## config.mk

```make
export PLATFORM = sky130hd
export DESIGN_NAME = logic_gate_scheduler
export DESIGN_NICKNAME = d
export VERILOG_FILES = /design/src/rtl/logic_gate_scheduler_pkg.sv /design/src/rtl/logic_gate_scheduler_rr_arbiter.sv /design/src/rtl/logic_gate_scheduler.sv
export SDC_FILE = /design/constraint.sdc
export NUM_CORES = 1
export LEC_CHECK = 0
export CAP_MARGIN = 25
export CORE_MARGIN = 4
export CORE_UTILIZATION = 28
export DETAILED_ROUTE_END_ITERATION = 8
export PLACE_DENSITY = 0.63
export SYNTH_ARGS = -nofsm -noshare
export SYNTH_HDL_FRONTEND = slang
export SYNTH_SLANG_ARGS = --single-unit
```

## constraint.sdc

```tcl
create_clock -name iClk -period 6.05 [get_ports iClk]
set_input_delay 1.815 -clock iClk [delete_from_list [all_inputs] [get_ports iClk]]
set_output_delay 1.815 -clock iClk [all_outputs]
set_load 0.01 [all_outputs]
```

## src/rtl/logic_gate_scheduler_pkg.sv

```systemverilog
// Shared op codes and FSM state encoding for logic_gate_scheduler.
package logic_gate_scheduler_pkg;

    localparam logic [1:0] OP_AND = 2'b00;
    localparam logic [1:0] OP_OR  = 2'b01;
    localparam logic [1:0] OP_NOT = 2'b10;
    localparam logic [1:0] OP_RSV = 2'b11;

    typedef enum logic [1:0] {
        S_IDLE = 2'b00,
        S_EXEC = 2'b01,
        S_RESP = 2'b10
    } state_t;

endpackage

```

## src/rtl/logic_gate_scheduler_rr_arbiter.sv

```systemverilog
// Combinational round-robin arbiter: first set request at or after ptr, wrapping modulo NREQ.
module rr_arbiter
    import logic_gate_scheduler_pkg::*;
#(
    parameter int NREQ = 4,
    parameter int ID_W = 2
) (
    input  logic [NREQ-1:0] req,
    input  logic [ID_W-1:0] ptr,
    output logic [NREQ-1:0] gnt,
    output logic [ID_W-1:0] idx
);

    localparam logic [ID_W:0] NREQ_W = (ID_W+1)'(NREQ);

    logic [ID_W:0]   sum;
    logic [ID_W-1:0] pos;
    logic            found;

    always_comb begin
        gnt   = '0;
        idx   = '0;
        sum   = '0;
        pos   = '0;
        found = 1'b0;
        for (int unsigned i = 0; i < NREQ; i++) begin
            // one extra bit lets ptr+i exceed NREQ-1 before the wrap subtraction
            sum = {1'b0, ptr} + (ID_W+1)'(i);
            if (sum >= NREQ_W) begin
                sum = sum - NREQ_W;
            end
            pos = sum[ID_W-1:0];
            if (!found && req[pos]) begin
                found    = 1'b1;
                gnt[pos] = 1'b1;
                idx      = pos;
            end
        end
    end

endmodule

```

## src/rtl/logic_gate_scheduler.sv

```systemverilog
// Round-robin shared AND/OR/NOT gate unit with grant handshake and registered result.
// Define LOGIC_SCHED_XOR_EN to turn op code 11 into XOR instead of a reserved/error op.
module logic_gate_scheduler
    import logic_gate_scheduler_pkg::*;
#(
    parameter int NREQ  = 4,
    parameter int ID_W  = 2,
    parameter int WIDTH = 8
) (
    input  logic                  iClk,
    input  logic                  iRst,
    input  logic [NREQ-1:0]       iReq,
    input  logic [2*NREQ-1:0]     iOpSel,
    input  logic [WIDTH*NREQ-1:0] iA,
    input  logic [WIDTH*NREQ-1:0] iB,
    output logic [NREQ-1:0]       oGnt,
    output logic                  oBusy,
    output logic                  oValid,
    output logic [ID_W-1:0]       oId,
    output logic [WIDTH-1:0]      oResult,
    output logic                  oErr
);

    state_t           state;
    logic [ID_W-1:0]  ptr;
    logic [ID_W-1:0]  ptr_next;
    logic [NREQ-1:0]  arb_gnt;
    logic [ID_W-1:0]  arb_idx;
    logic [1:0]       sel_op;
    logic [WIDTH-1:0] sel_a;
    logic [WIDTH-1:0] sel_b;
    logic [1:0]       op_q;
    logic [WIDTH-1:0] a_q;
    logic [WIDTH-1:0] b_q;
    logic [WIDTH-1:0] gate_res;
    logic             gate_err;

    rr_arbiter #(
        .NREQ (NREQ),
        .ID_W (ID_W)
    ) u_arb (
        .req (iReq),
        .ptr (ptr),
        .gnt (arb_gnt),
        .idx (arb_idx)
    );

    // operand mux keyed by the one-hot grant
    always_comb begin
        sel_op = '0;
        sel_a  = '0;
        sel_b  = '0;
        for (int unsigned i = 0; i < NREQ; i++) begin
            if (arb_gnt[i]) begin
                sel_op = iOpSel[2*i +: 2];
                sel_a  = iA[WIDTH*i +: WIDTH];
                sel_b  = iB[WIDTH*i +: WIDTH];
            end
        end
    end

    always_comb begin
        gate_res = '0;
        gate_err = 1'b0;
        case (op_q)
            OP_AND:  gate_res = a_q & b_q;
            OP_OR:   gate_res = a_q | b_q;
            OP_NOT:  gate_res = ~a_q;
            default: begin
`ifdef LOGIC_SCHED_XOR_EN
                gate_res = a_q ^ b_q;
`else
                gate_err = 1'b1;
`endif
            end
        endcase
    end

    assign ptr_next = (oId == ID_W'(NREQ-1)) ? '0 : oId + ID_W'(1);

    always_ff @(posedge iClk) begin
        if (iRst) begin
            state   <= S_IDLE;
            ptr     <= '0;
            op_q    <= '0;
            a_q     <= '0;
            b_q     <= '0;
            oGnt    <= '0;
            oBusy   <= 1'b0;
            oValid  <= 1'b0;
            oId     <= '0;
            oResult <= '0;
            oErr    <= 1'b0;
        end else begin
            case (state)
                S_IDLE: begin
                    if (|iReq) begin
                        op_q  <= sel_op;
                        a_q   <= sel_a;
                        b_q   <= sel_b;
                        oGnt  <= arb_gnt;
                        oId   <= arb_idx;
                        oBusy <= 1'b1;
                        state <= S_EXEC;
                    end
                end
                S_EXEC: begin
                    oResult <= gate_res;
                    oErr    <= gate_err;
                    oValid  <= 1'b1;
                    state   <= S_RESP;
                end
                S_RESP: begin
                    oValid <= 1'b0;
                    oGnt   <= '0;
                    oBusy  <= 1'b0;
                    ptr    <= ptr_next;
                    state  <= S_IDLE;
                end
                default: state <= S_IDLE;
            endcase
        end
    end

endmodule
```

==> metrics.txt <==
# TYPE chip_impl_metric gauge
chip_impl_info{name="r2r_end",value="b_q[1]$_SDFFE_PP0P_"} 1
chip_impl_metric{name="routabilityCongestion",unit=""} 0.836
chip_impl_metric{name="num-fill-cells",unit=""} 1178
chip_impl_metric{name="placed_cells",unit=""} 583
chip_impl_metric{name="area_of_the_die",unit="um2"} 13300
chip_impl_metric{name="tritoncts.num_buffers",unit=""} 5
chip_impl_metric{name="io-pin-count",unit=""} 95
chip_impl_info{name="worst_setup_path_end_kind",value="register"} 1
chip_impl_metric{name="drcViolationCount",unit=""} 0
chip_impl_metric{name="h_tree_lvl_count",unit=""} 2
chip_impl_info{name="synth_largest_area_cell",value="sky130_fd_sc_hd__dfxtp_1"} 1
chip_impl_metric{name="setup_slack",unit="ns"} 1.24
chip_impl_metric{name="synth_top_area_frac",unit=""} 0.241
chip_impl_metric{name="fmaxAchievable",unit="MHz"} 208
chip_impl_metric{name="finalWirelength",unit="um"} 10400
chip_impl_metric{name="layout_net_count",unit=""} 538
chip_impl_metric{name="hold_buffer_count_at_cts",unit=""} 0
chip_impl_metric{name="max-slew-margin-rel",unit=""} 0.436
chip_impl_metric{name="detail_route.first_pass.iterations",unit=""} 4
chip_impl_metric{name="period_needed",unit="ns"} 4.81
chip_impl_metric{name="setup_total_negative_slack",unit="ns"} 0
chip_impl_metric{name="placeableCoreArea",unit="um2"} 11400
chip_impl_metric{name="area_occupied_by_multi_input_gates",unit="um2"} 2240
chip_impl_metric{name="finalHoldViolCount",unit=""} 0
chip_impl_metric{name="finalInstanceArea",unit="um2"} 4380
chip_impl_metric{name="finish.utilization",unit=""} 0.385
chip_impl_metric{name="number_of_antenna_violations_at_the_first_check_in_global_routing",unit=""} 0
chip_impl_metric{name="tritoncts_num_sinks",unit=""} 39
chip_impl_metric{name="via_count",unit=""} 3251
chip_impl_info{name="hp-start",value="oGnt[3]$_SDFFE_PP0P_"} 1
chip_impl_info{name="ys_dominant_reg_cell",value="sky130_fd_sc_hd__dfxtp_1"} 1
chip_impl_info{name="capturing_element_of_the_worst_setup_path",value="b_q[1]$_SDFFE_PP0P_"} 1
chip_impl_metric{name="nets_in_the_synthesized_netlist",unit=""} 467
chip_impl_metric{name="timing.critical_path.required",unit="ns"} 6.24
chip_impl_metric{name="iter_0_drt_violations",unit=""} 170
chip_impl_metric{name="cts_resized",unit=""} 0
chip_impl_metric{name="final-max-slew-violation-count",unit=""} 0
chip_impl_metric{name="pin_count_of_the_biggest_net_entering_global_routing",unit=""} 40
chip_impl_metric{name="initial_utilization",unit=""} 0.285
chip_impl_metric{name="r2r_slack",unit="ns"} 1.93
chip_impl_metric{name="fin_skew",unit="ns"} 0.00373
chip_impl_metric{name="antenna_cells",unit=""} 0
chip_impl_info{name="worstSetupStartpoint",value="iReq[2]"} 1
chip_impl_metric{name="first_global_vias",unit=""} 3350
chip_impl_info{name="post_synth_most_frequent_cells",value="sky130_fd_sc_hd__dfxtp_1, sky130_fd_sc_hd__a211oi_1, sky130_fd_sc_hd__nand2_1, sky130_fd_sc_hd__a21oi_1, sky130_fd_sc_hd__nor2_1"} 1
chip_impl_info{name="worst-setup-path-type",value="in2reg"} 1
chip_impl_info{name="timing.critical_path.from_type",value="input pin"} 1
chip_impl_metric{name="rows",unit=""} 39
chip_impl_metric{name="pwr_density_cell",unit="nW/um2"} 241
chip_impl_metric{name="peak_vdd_ir",unit="mV"} 0.147
chip_impl_metric{name="post_drt_wl_per_cell",unit="um"} 17.6
chip_impl_info{name="worstPathCellList",value="clkdlybuf4s50_1 -> mux4_2 -> or4b_1 -> nor2_8 -> o21a_1 -> a2111oi_0 -> a211oi_1"} 1
chip_impl_metric{name="synthArstFlopShare",unit=""} 0
chip_impl_info{name="critical-path-slowest-cell",value="sky130_fd_sc_hd__or4b_1"} 1
chip_impl_info{name="grt_setup_unrepaired",value="false"} 1
chip_impl_metric{name="synthesis.area_per_instance",unit="um2"} 8.61
chip_impl_info{name="min_path_type",value="reg2reg"} 1
chip_impl_metric{name="synth_enable_flop_cells",unit=""} 0
chip_impl_metric{name="instances_no_fill",unit=""} 591
chip_impl_metric{name="count_of_yosys_warnings_during_synthesis",unit=""} 0
chip_impl_info{name="critical_path.reg2reg.startpoint",value="ptr[0]$_SDFFE_PP0P_"} 1
chip_impl_metric{name="dp_hpwl",unit="um"} 7950
chip_impl_metric{name="ys_seq_area_frac",unit=""} 0.241
chip_impl_metric{name="cpPeakStageDelay",unit="ns"} 0.91
chip_impl_metric{name="cts_setup_buffers",unit=""} 0
chip_impl_metric{name="viasPerCell",unit=""} 5.50
chip_impl_metric{name="total_leakage_power",unit="nW"} 1.43
chip_impl_metric{name="clock_insertion_delay_worst_skew",unit="ns"} 0.28
chip_impl_metric{name="groute.usage.overall",unit=""} 0.153
chip_impl_metric{name="setup_violations",unit=""} 0
chip_impl_metric{name="path_clk_slew",unit="ns"} 0.06
chip_impl_info{name="run_status",value="finished, final reports clean"} 1
chip_impl_metric{name="place_area",unit="um2"} 4210
chip_impl_metric{name="synthCells",unit=""} 376
chip_impl_info{name="cts_tree",value="yes"} 1
chip_impl_metric{name="dp_worst_setup_slack",unit="ns"} 0.967
chip_impl_info{name="cts.root.buffer_cell",value="sky130_fd_sc_hd__clkbuf_16"} 1
chip_impl_metric{name="die_h",unit="um"} 116
chip_impl_metric{name="fraction_of_final_layout_cells_sized_beyond_drive_strength_1",unit=""} 0.125
chip_impl_metric{name="synth.ff_latch_count",unit=""} 39
chip_impl_metric{name="grt_pass1_wl",unit="um"} 16500
chip_impl_info{name="synth.area.top_cells",value="sky130_fd_sc_hd__dfxtp_1, sky130_fd_sc_hd__a211oi_1, sky130_fd_sc_hd__ha_1"} 1
chip_impl_metric{name="area.growth.synth_to_final",unit="%"} 35.4
chip_impl_metric{name="tightestPinTransition",unit="ns"} 0.839
chip_impl_metric{name="syn_area",unit="um2"} 3240
chip_impl_metric{name="cap_viol_max_count",unit=""} 0
chip_impl_metric{name="dieWidth",unit="um"} 116
chip_impl_metric{name="hold-worst-slack",unit="ns"} 0.470
chip_impl_metric{name="timing.reg2reg.worst_path_depth",unit=""} 8
chip_impl_metric{name="clock_path_buffers",unit=""} 2
chip_impl_metric{name="ant_nets",unit=""} 0
chip_impl_metric{name="critical_path_peak_fanout",unit=""} 37
chip_impl_info{name="yosysMostFrequentCell",value="sky130_fd_sc_hd__dfxtp_1"} 1
chip_impl_metric{name="final_min_period_over_clock_period",unit=""} 0.796
chip_impl_metric{name="crit_arrival",unit="ns"} 5.00
chip_impl_metric{name="grt.overflow.total",unit=""} 0
chip_impl_metric{name="port_buffers",unit=""} 94
chip_impl_metric{name="total_power",unit="mW"} 1.06
chip_impl_metric{name="yosysUniqueCellTypes",unit=""} 41
chip_impl_metric{name="final-seq-area",unit="um2"} 781
[critical path: cells and delay by family]
family          cells  cell delay (ns)
buf+inv             1             0.53
mux                 1             0.66
compound gates      3             0.54
simple gates        2             1.44
[logic make-up (layout without fill, tap and decap cells)]
logic type	after synthesis	count (layout)	share of synthesized area
AOI/OAI and AO/OA	154	154	0.392
adders and majority gates	13	13	0.0503
buffers and inverters	42	114	0.0665
DFF	39	39	0.241
muxes	9	9	0.0433
and+or+nand+nor	119	119	0.206
[cell type report]
class,instances,share of cell area
Clock buffer,6,0.0317
Inverter,6,0.00514
Tap cell,143,0.0408
Timing Repair Buffer,100,0.225
Clock inverter,2,0.00799
Multi-Input combinational cell,295,0.511
Sequential cell,39,0.178
[power breakdown]
| part | internal (mW) | total (mW) | switching (mW) |
|---|---|---|---|
| clock network | 0.205 | 0.307 | 0.102 |
| logic | 0.192 | 0.412 | 0.220 |
| registers | 0.296 | 0.337 | 0.0404 |
| total | 0.693 | 1.06 | 0.362 |
[cell usage in the layout, fill, tap and decap left out, drive strengths merged, types with 2 or more instances in the layout]
master | Yosys | layout
a21o | 2 | 2
o221ai | 9 | 9
o21ai | 12 | 12
nand2b | 3 | 3
nor3b | 18 | 18
dfxtp | 39 | 39
o21a | 26 | 26
a2111oi | 18 | 18
clkdlybuf4s50 | 0 | 94
mux2i | 5 | 5
o21bai | 18 | 18
a22oi | 4 | 4
nor4 | 19 | 19
inv | 6 | 6
nor3 | 18 | 18
nor2b | 5 | 5
a211oi | 37 | 37
clkbuf | 19 | 6
nand2 | 26 | 26
nand3b | 4 | 4
a21oi | 24 | 24
ha | 13 | 13
nor2 | 21 | 21
nand3 | 3 | 3
buf | 17 | 6
mux4 | 4 | 4
[metal layers]
metal | up-vias | GRT usage | part of all wire
met2 | 91 | 0.272 | 0.48
met1 | 1539 | 0.196 | 0.46
met4 | 0 | 0.0219 | 0.0098
li1 | 1611 | - | -
met5 | - | 0 | 0
met3 | 10 | 0.0329 | 0.055
[worst min-delay path by stage]
stage	slack, ns	endpoint	cells after the start
CTS	0.48	oGnt[3]$_SDFFE_PP0P_	2
detailed placement	0.47	oGnt[3]$_SDFFE_PP0P_	2
global placement	0.46	oGnt[3]$_SDFFE_PP0P_	2
global route	0.50	oGnt[3]$_SDFFE_PP0P_	2
floorplan	0.46	state[1]$_SDFFE_PP0P_	2
finish	0.47	oGnt[3]$_SDFFE_PP0P_	2
[state kept, by name, summed over array words and instances (netlist names)]
name	count
a_q	8
state	2
oValid	1
oBusy	1
ptr	2
oResult	8
op_q	2
oGnt	4
b_q	8
oErr	1
oId	2
Power figures use the tool's default switching activity.
